`src/rtl/exist_node_fetch_pkg.sv`:
```
// Shared constants for the existential-quantification node fetcher: terminal
// indices, default field widths, the terminal "top" value and the FSM encoding.
package exist_node_fetch_pkg;

  localparam int unsigned INDEX_DEF = 20;
  localparam int unsigned VAR_DEF   = 8;

  localparam int unsigned BDD_ZERO = 0;
  localparam int unsigned BDD_ONE  = 1;

  // Terminals report a top variable of all ones so they sort below every real variable.
  localparam bit TERM_TOP_BIT = 1'b1;

  typedef enum logic [1:0] {
    StIdle  = 2'd0,
    StIssue = 2'd1,
    StWait  = 2'd2,
    StHold  = 2'd3
  } fetch_state_e;

endpackage

```
`src/rtl/exist_fetch_cache.sv`:
```
// One-entry node cache for exist_node_fetch; only built when EXIST_FETCH_CACHE_EN
// is defined, so the default build carries no cache storage at all.
`ifdef EXIST_FETCH_CACHE_EN
module exist_fetch_cache #(
  parameter int unsigned IndexW = 20,
  parameter int unsigned VarW   = 8
) (
  input  logic              clk_i,
  input  logic              rst_ni,
  input  logic              flush_i,
  input  logic              fill_i,
  input  logic [IndexW-1:0] fill_f_i,
  input  logic [VarW-1:0]   fill_var_i,
  input  logic [IndexW-1:0] fill_low_i,
  input  logic [IndexW-1:0] fill_high_i,
  input  logic [IndexW-1:0] lookup_f_i,
  output logic              hit_o,
  output logic [VarW-1:0]   hit_var_o,
  output logic [IndexW-1:0] hit_low_o,
  output logic [IndexW-1:0] hit_high_o
);

  logic              valid_q;
  logic [IndexW-1:0] f_q;
  logic [VarW-1:0]   var_q;
  logic [IndexW-1:0] low_q;
  logic [IndexW-1:0] high_q;

  always_ff @(posedge clk_i or negedge rst_ni) begin
    if (!rst_ni) begin
      valid_q <= 1'b0;
      f_q     <= '0;
      var_q   <= '0;
      low_q   <= '0;
      high_q  <= '0;
    end else if (flush_i) begin
      // Flush wins over a fill arriving in the same cycle.
      valid_q <= 1'b0;
    end else if (fill_i) begin
      valid_q <= 1'b1;
      f_q     <= fill_f_i;
      var_q   <= fill_var_i;
      low_q   <= fill_low_i;
      high_q  <= fill_high_i;
    end
  end

  always_comb begin
    hit_o      = valid_q && (f_q == lookup_f_i);
    hit_var_o  = var_q;
    hit_low_o  = low_q;
    hit_high_o = high_q;
  end

endmodule
`endif

```
`src/rtl/exist_node_fetch.sv`:
```
// Fetches {var, low, high} of one BDD node per request; terminals bypass memory.
// Optional one-entry result cache enabled by defining EXIST_FETCH_CACHE_EN.
module exist_node_fetch
  import exist_node_fetch_pkg::*;
#(
  parameter int unsigned INDEX_W = INDEX_DEF,
  parameter int unsigned VAR_W   = VAR_DEF
) (
  input  logic                       clk,
  input  logic                       reset_n,
`ifdef EXIST_FETCH_CACHE_EN
  input  logic                       cache_flush,
`endif
  input  logic                       req_valid,
  output logic                       req_ready,
  input  logic [INDEX_W-1:0]         req_f,
  input  logic [VAR_W-1:0]           req_cube_last_var,
  output logic                       mem_rd_en,
  output logic [INDEX_W-1:0]         mem_rd_addr,
  input  logic                       mem_rd_valid,
  input  logic [VAR_W+2*INDEX_W-1:0] mem_rd_data,
  output logic                       out_valid,
  input  logic                       out_ready,
  output logic [INDEX_W-1:0]         out_f,
  output logic [INDEX_W-1:0]         out_low,
  output logic [INDEX_W-1:0]         out_high,
  output logic [VAR_W-1:0]           out_top,
  output logic [VAR_W-1:0]           out_cube_last_var
);

  localparam int unsigned DataW = VAR_W + 2 * INDEX_W;

  fetch_state_e       state_q;
  logic               req_ready_q;
  logic               mem_rd_en_q;
  logic               out_valid_q;
  logic [INDEX_W-1:0] f_q;
  logic [INDEX_W-1:0] low_q;
  logic [INDEX_W-1:0] high_q;
  logic [VAR_W-1:0]   top_q;
  logic [VAR_W-1:0]   cvar_q;

  logic               req_is_term;
  logic               accept;
  logic               capture;
  logic [VAR_W-1:0]   mem_var;
  logic [INDEX_W-1:0] mem_low;
  logic [INDEX_W-1:0] mem_high;

  logic               cache_hit;
  logic [VAR_W-1:0]   cache_var;
  logic [INDEX_W-1:0] cache_low;
  logic [INDEX_W-1:0] cache_high;

  always_comb begin
    req_is_term = (req_f == INDEX_W'(BDD_ZERO)) || (req_f == INDEX_W'(BDD_ONE));
    accept      = (state_q == StIdle) && req_valid && req_ready_q;
    // Read data is only meaningful while a read is outstanding.
    capture     = (state_q == StWait) && mem_rd_valid;
    mem_var     = mem_rd_data[DataW-1 -: VAR_W];
    mem_low     = mem_rd_data[2*INDEX_W-1 -: INDEX_W];
    mem_high    = mem_rd_data[INDEX_W-1:0];
  end

`ifdef EXIST_FETCH_CACHE_EN
  exist_fetch_cache #(
    .IndexW (INDEX_W),
    .VarW   (VAR_W)
  ) u_cache (
    .clk_i       (clk),
    .rst_ni      (reset_n),
    .flush_i     (cache_flush),
    .fill_i      (capture),
    .fill_f_i    (f_q),
    .fill_var_i  (mem_var),
    .fill_low_i  (mem_low),
    .fill_high_i (mem_high),
    .lookup_f_i  (req_f),
    .hit_o       (cache_hit),
    .hit_var_o   (cache_var),
    .hit_low_o   (cache_low),
    .hit_high_o  (cache_high)
  );
`else
  always_comb begin
    cache_hit  = 1'b0;
    cache_var  = '0;
    cache_low  = '0;
    cache_high = '0;
  end
`endif

  always_ff @(posedge clk or negedge reset_n) begin
    if (!reset_n) begin
      state_q     <= StIdle;
      req_ready_q <= 1'b0;
      mem_rd_en_q <= 1'b0;
      out_valid_q <= 1'b0;
      f_q         <= '0;
      low_q       <= '0;
      high_q      <= '0;
      top_q       <= '0;
      cvar_q      <= '0;
    end else begin
      mem_rd_en_q <= 1'b0;
      unique case (state_q)
        StIdle: begin
          if (accept) begin
            req_ready_q <= 1'b0;
            f_q         <= req_f;
            cvar_q      <= req_cube_last_var;
            if (req_is_term) begin
              top_q       <= {VAR_W{TERM_TOP_BIT}};
              low_q       <= req_f;
              high_q      <= req_f;
              out_valid_q <= 1'b1;
              state_q     <= StHold;
            end else if (cache_hit) begin
              top_q       <= cache_var;
              low_q       <= cache_low;
              high_q      <= cache_high;
              out_valid_q <= 1'b1;
              state_q     <= StHold;
            end else begin
              // Strobe is registered so it is high for exactly the ISSUE cycle.
              mem_rd_en_q <= 1'b1;
              state_q     <= StIssue;
            end
          end else begin
            req_ready_q <= 1'b1;
          end
        end
        StIssue: begin
          state_q <= StWait;
        end
        StWait: begin
          if (capture) begin
            top_q       <= mem_var;
            low_q       <= mem_low;
            high_q      <= mem_high;
            out_valid_q <= 1'b1;
            state_q     <= StHold;
          end
        end
        StHold: begin
          if (out_ready) begin
            out_valid_q <= 1'b0;
            req_ready_q <= 1'b1;
            state_q     <= StIdle;
          end
        end
        default: begin
          state_q     <= StIdle;
          req_ready_q <= 1'b0;
          out_valid_q <= 1'b0;
        end
      endcase
    end
  end

  always_comb begin
    req_ready         = req_ready_q;
    mem_rd_en         = mem_rd_en_q;
    mem_rd_addr       = f_q;
    out_valid         = out_valid_q;
    out_f             = f_q;
    out_low           = low_q;
    out_high          = high_q;
    out_top           = top_q;
    out_cube_last_var = cvar_q;
  end

endmodule

```
`config.mk`:
```
export PLATFORM = sky130hd
export DESIGN_NAME = exist_node_fetch
export DESIGN_NICKNAME = d
export VERILOG_FILES = /design/src/rtl/exist_node_fetch_pkg.sv /design/src/rtl/exist_fetch_cache.sv /design/src/rtl/exist_node_fetch.sv
export SDC_FILE = /design/constraint.sdc
export NUM_CORES = 1
export LEC_CHECK = 0
export ABC_AREA = 1
export CAP_MARGIN = 0
export CORE_MARGIN = 3
export CORE_UTILIZATION = 45
export CTS_BUF_LIST = sky130_fd_sc_hd__clkbuf_16
export DETAILED_ROUTE_END_ITERATION = 6
export PLACE_DENSITY = 0.95
export SYNTH_ARGS = -nofsm -noshare
export SYNTH_HDL_FRONTEND = slang
export SYNTH_SLANG_ARGS = --single-unit
export TNS_END_PERCENT = 5
```
`constraint.sdc`:
```
create_clock -name clk -period 4.5 [get_ports clk]
set_input_delay 0.675 -clock clk [delete_from_list [all_inputs] [get_ports clk]]
set_output_delay 0.675 -clock clk [all_outputs]
set_load 0.02 [all_outputs]
```
==> Word-level counts from Yosys, hierarchy flattened <==
Index checks and enable logic that the tools add are counted.
{ "word_totals": {"inputBits": 81, "register_bits": 81, "romBits": 0, "ram_bits": 0, "n_memories": 0, "latch_bits": 0} }
{ "classes": {"mux": 26, "n_bitwise": 0, "div_mod_pow": 0, "magnitude_cmp": 0, "addsub": 0, "eq_ne": 8, "multipliers": 0, "reduce_logical": 14, "shifts": 0} }
{ "ops": {"columns": ["op", "n"], "rows": [
  ["two-way mux 20 bit", 4],
  ["one-hot mux 20 bit (2 select lines)", 2],
  ["two-way mux 8 bit", 3],
  ["equality test 20 x 1 -> 1 bit, second input constant", 1],
  ["logical NOT 20 bit", 1],
  ["one-hot mux 8 bit (2 select lines)", 1],
  ["two-way mux 1 bit", 9],
  ["two-way mux 2 bit", 4],
  ["!= test 2 bit, second input constant", 4],
  ["one-hot mux 2 bit (4 select lines)", 1],
  ["AND reduction 5 bit", 1],
  ["equality test 2 bit, second input constant", 2],
  ["AND reduction 2 bit", 2],
  ["AND reduction 4 bit", 1],
  ["nonzero test 2 bit", 2],
  ["logical AND 1 bit", 3],
  ["one-hot mux 1 bit (3 select lines)", 1],
  ["AND reduction 3 bit", 1],
  ["nonzero test 3 bit", 1],
  ["equality test 2 x 1 -> 1 bit, second input constant", 1],
  ["logical NOT 2 bit", 1],
  ["one-hot mux 1 bit (2 select lines)", 1],
  ["logical OR 1 bit", 1]
]} }

==> Logic depth before layout (Yosys ltp) <==
{ "logic_depth": {"ltp_word": 5, "depth_mapped": 11, "depth_no_buf": 9} }

==> Worst setup path after synthesis <==
No wires, ideal clock.
{ "synth_timing": {"path_kind": "input-to-reg", "startpoint": "input req_f[12]", "endpoint": "register high_q[0] (netlist: out_high[0])", "arrival_ns": 1.617, "setup_slack_ns": 2.766, "t_required_ns": 4.383, "path_stages": 10, "path_cell_list": "nor2_1 nand2_1 nor2_1 nand3_1 nand2_1 nand2_1 buf_2 buf_6 nand2_1 nand2_1"} }
{ "synth_between": {"elab_chain_cells": 4} }
{ "synth_rtl": {"columns": ["element", "line_no", "text"], "rows": [
  ["from (decl)", "exist_node_fetch.sv:16", "input logic [INDEX_W-1:0] req_f,"],
  ["equality test 20 x 1 -> 1 bit / logical NOT 20 bit (equally long branches)", "exist_node_fetch.sv:56", "req_is_term = (req_f == INDEX_W'(BDD_ZERO)) || (req_f == INDEX_W'(BDD_ONE));"],
  ["logical OR 1 bit (*)", "exist_node_fetch.sv:56", null],
  ["!= test 2 bit (no line) (*)", null, null],
  ["AND reduction 4 bit (no line) (*)", null, null],
  ["to (signal assigned)", "exist_node_fetch.sv:115", "high_q <= req_f;"],
  ["to (signal assigned)", "exist_node_fetch.sv:121", "high_q <= cache_high;"],
  ["to (signal assigned)", "exist_node_fetch.sv:140", "high_q <= mem_high;"],
  ["to (decl)", "exist_node_fetch.sv:39", "logic [INDEX_W-1:0] high_q;"]
]} }
Every way passes the cells marked *; elsewhere a longest branch is shown, timed or not.
A chain may end at the register's enable or synchronous reset.

==> Worst setup path in the final report <==
{ "layout_timing": {"startpoint": "register state_q[0]", "endpoint": "register high_q[6] (netlist: out_high[6])"} }
{ "layout_between": {"elab_chain_cells": 5} }
{ "layout_rtl": {"columns": ["element", "line_no", "text"], "rows": [
  ["from (decl)", "exist_node_fetch.sv:33", "fetch_state_e state_q;"],
  ["from (signal assigned)", "exist_node_fetch.sv:95", "state_q <= StIdle;"],
  ["from (signal assigned)", "exist_node_fetch.sv:117", "state_q <= StHold;"],
  ["from (signal assigned)", "exist_node_fetch.sv:123", "state_q <= StHold;"],
  ["logical NOT 2 bit", "exist_node_fetch.sv:57, exist_node_fetch.sv:106", null],
  ["logical AND 1 bit (2 in series)", "exist_node_fetch.sv:57", "accept = (state_q == StIdle) && req_valid && req_ready_q;"],
  ["!= test 2 bit (no line)", null, null],
  ["AND reduction 4 bit (no line)", null, null]
]} }
Several ways; a longest one is shown, not always the timed one.

==> results_dict.tcl <==
set metrics [dict create \
    cp-start-kind "flip-flop" \
    cap_violations 0 \
    final_cell_mix "nand2_1, clkdlybuf4s50_1, dfrtp_1" \
    drc 0 \
    critPathKind "reg -> reg" \
    holdWs_ns 0.4663 \
    n_antenna_cell 0 \
    relSlewSlack_pct 33.19 \
    ant_nets 0 \
    drtIter0Drc 200 \
    cts_setup_buffers 0 \
    synth_top_area_share_pct 51.67 \
    synth_cell_types 19 \
    report.final.slew_viol_count 0 \
    p_switching_mw 2.091 \
    yosys_warnings 0 \
    initial_core_util_pct 47.03 \
    hp-start "out_low[8]" \
    core_um2 8341 \
    endpoint "out_high[6]" \
    startpoint "state_q[0]" \
    drt_first_pass_iters 6 \
    postCtsHoldBufs 0 \
    insertion_delay_ns 0.32 \
    drive_above_1_share_pct 9.314 \
    htree_levels 3 \
    dp_hpwl_mm 8.741 \
    setup_ws_ns 1.724 \
    seqPwrFrac_pct 27.9 \
    p_leak_nw 2.791 \
    ys_ff_latch 81 \
    r2r-start "state_q[0]" \
    ys_seq_area_share_pct 51.67 \
    die_area_um2 9873 \
    routed_wire_length_per_instance_um 16.27 \
    syn_nets 546 \
    overflow 0 \
    clkTransAtPathRegs_ns 0.06 \
    fin_crit_sh_pct 61.68 \
    tightest_slew_ns 1.002 \
    die_x_um 99.37 \
    grt_pass1_vias 3813 \
    max_freq_mhz 360.3 \
    ir_drop_v 0.0004324 \
    setup_violations 0 \
    grt_pass1_wl_mm 19.20 \
    routed_wl_mm 11.67 \
    yosysTopAreaCell "dfrtp_1" \
    finalPower_mw 4.778 \
    power_density_nw_per_um2 817.2 \
    ys_top_cells_by_area "dfrtp_1, nand2_1, mux2_2, nand3_1, buf_4" \
    place_ws_ns 1.722 \
    die_height_um 99.37 \
    port_buffers 179 \
    cts_resized 0 \
    wl_met3_um 818 \
    vias 3631 \
    power_frac_clock_pct 13.1 \
    r2r-end "out_high[6]" \
    pwr-share-comb_pct 59.0 \
    critical_path_required_ns 4.70 \
    place.gp.congestion 0.7775 \
    met2_length_mm 6.060 \
    num_rows 33 \
    grt_max_degree 82 \
    status "finished clean" \
    cp_max_fo 48 \
    hold_viol 0 \
    grt_usage_pct 24.43 \
    cts_buffer_depth 2 \
    synthesis.area_um2 3923 \
    reg2reg_setup_slack_ns 1.72 \
    cts_inserted_buffers 9 \
    wl_met1_mm 4.519 \
    root_buffer "clkbuf_16" \
    tns_ns 0 \
    final_util_pct 70.10 \
    antenna_found_initial 0 \
    fin_worst_skew_ns 0.006304 \
    netlist_instances 460 \
    ff2ff_path_depth 8 \
    maxUsedRoutingLayer "met4" \
    layout.nets 694 \
    area_growth_pct 49.06 \
    cp.arrival_ns 2.97 \
    worstSetupEndpointType "flip-flop" \
    clock-sinks 81 \
    vias_per_cell 5.064 \
    rsz0062_at_grt "false" \
    io_pins 180 \
    switching_share_pct 43.76 \
    p_int_mw 2.687 \
    min_path_type "reg -> reg" \
    layout_commonest_cell "nand2_1" \
    avgSynthCellArea_um2 8.527 \
    cts_tree "built" \
    layout_min_cycle_time_ns 2.776 \
]
kinds of logic after synthesis:
family	Yosys count	synth area share [%]
buffers and inverters	51	7.815
adder cells (fa/ha/maj)	5	1.595
AND/OR/NAND/NOR	291	30.21
multiplexers	28	8.038
flip-flops	81	51.67
AO/OA/AOI/OAI	4	0.6697
cells in the mapped netlist:
library cell and n:
o21ai_0 1, nand3_1 51, buf_4 23, or2_2 9, o21ai_1 1, ha_1 5, nor2_2 1, buf_6 2
nor2_1 15, clkbuf_1 10, a22o_1 1, nand2_1 213, nand4_1 1, mux2_2 28, nor3_1 1, o211ai_1 1
inv_1 5, dfrtp_1 81, buf_2 11
state kept, by name, indices dropped and copies added (netlist names):
signal / cells
out_high: 20
state_q: 2
out_top: 8
mem_rd_en: 1
out_cube_last_var: 8
out_valid: 1
req_ready: 1
out_low: 20
mem_rd_addr: 20
final cells by class:
type / count / area [µm²]
Inverter: 5 / 18.77
Fill cell: 680 / 2494
Tap cell: 105 / 131.4
Timing Repair Buffer: 183 / 1819
Clock buffer: 9 / 225.2
Multi-Input combinational cell: 328 / 1599
Sequential cell: 81 / 2027
Clock inverter: 6 / 26.28
how the worst min path moves through the flow:
stage / slack [ns] / cells after the start / to
finish: 0.47 / 2 / out_low[8]
global route: 0.48 / 2 / out_high[4]
CTS: 0.47 / 2 / out_low[17]
detailed placement: 0.46 / 2 / out_low[6]
global placement: 0.45 / 2 / out_top[3]
floorplan: 0.38 / 0 / mem_rd_addr[0]
metal layers:
metal / GRT usage, % / up-vias
met5: 0 / -
met4: 8.193 / 0
met3: 5.049 / 19
met2: 43.03 / 155
met1: 29.83 / 1726
li1: - / 1731
worst max-delay path: stages, from the launching register on:
cell and delay [ns]:
dfrtp_1 0.40, inv_1 0.10, ha_1 0.22, inv_1 0.70, o21ai_1 0.25, nor2_4 0.16, nand2_2 0.51, nand2_1 0.23
nand2_1 0.08
per-stage QoR:
stage                     instances  instance area [µm²]
after detailed placement        702                 5595
final                           717                 5847
after CTS                       717                 5847
after global routing            717                 5847
after global placement          702                 5595
after floorplan                 460                 3923
power by group through the flow:
stage / combinational (mW) / clock, mW / sequential, mW
finish: 2.82 / 0.626 / 1.33
global route: 3.07 / 0.669 / 1.38
CTS: 2.84 / 0.635 / 1.33
detailed placement: 2.83 / 0 / 1.34
global placement: 2.74 / 0 / 1.32
floorplan: 1.33 / 0 / 1.73
(Power assumes the default switching activity.)
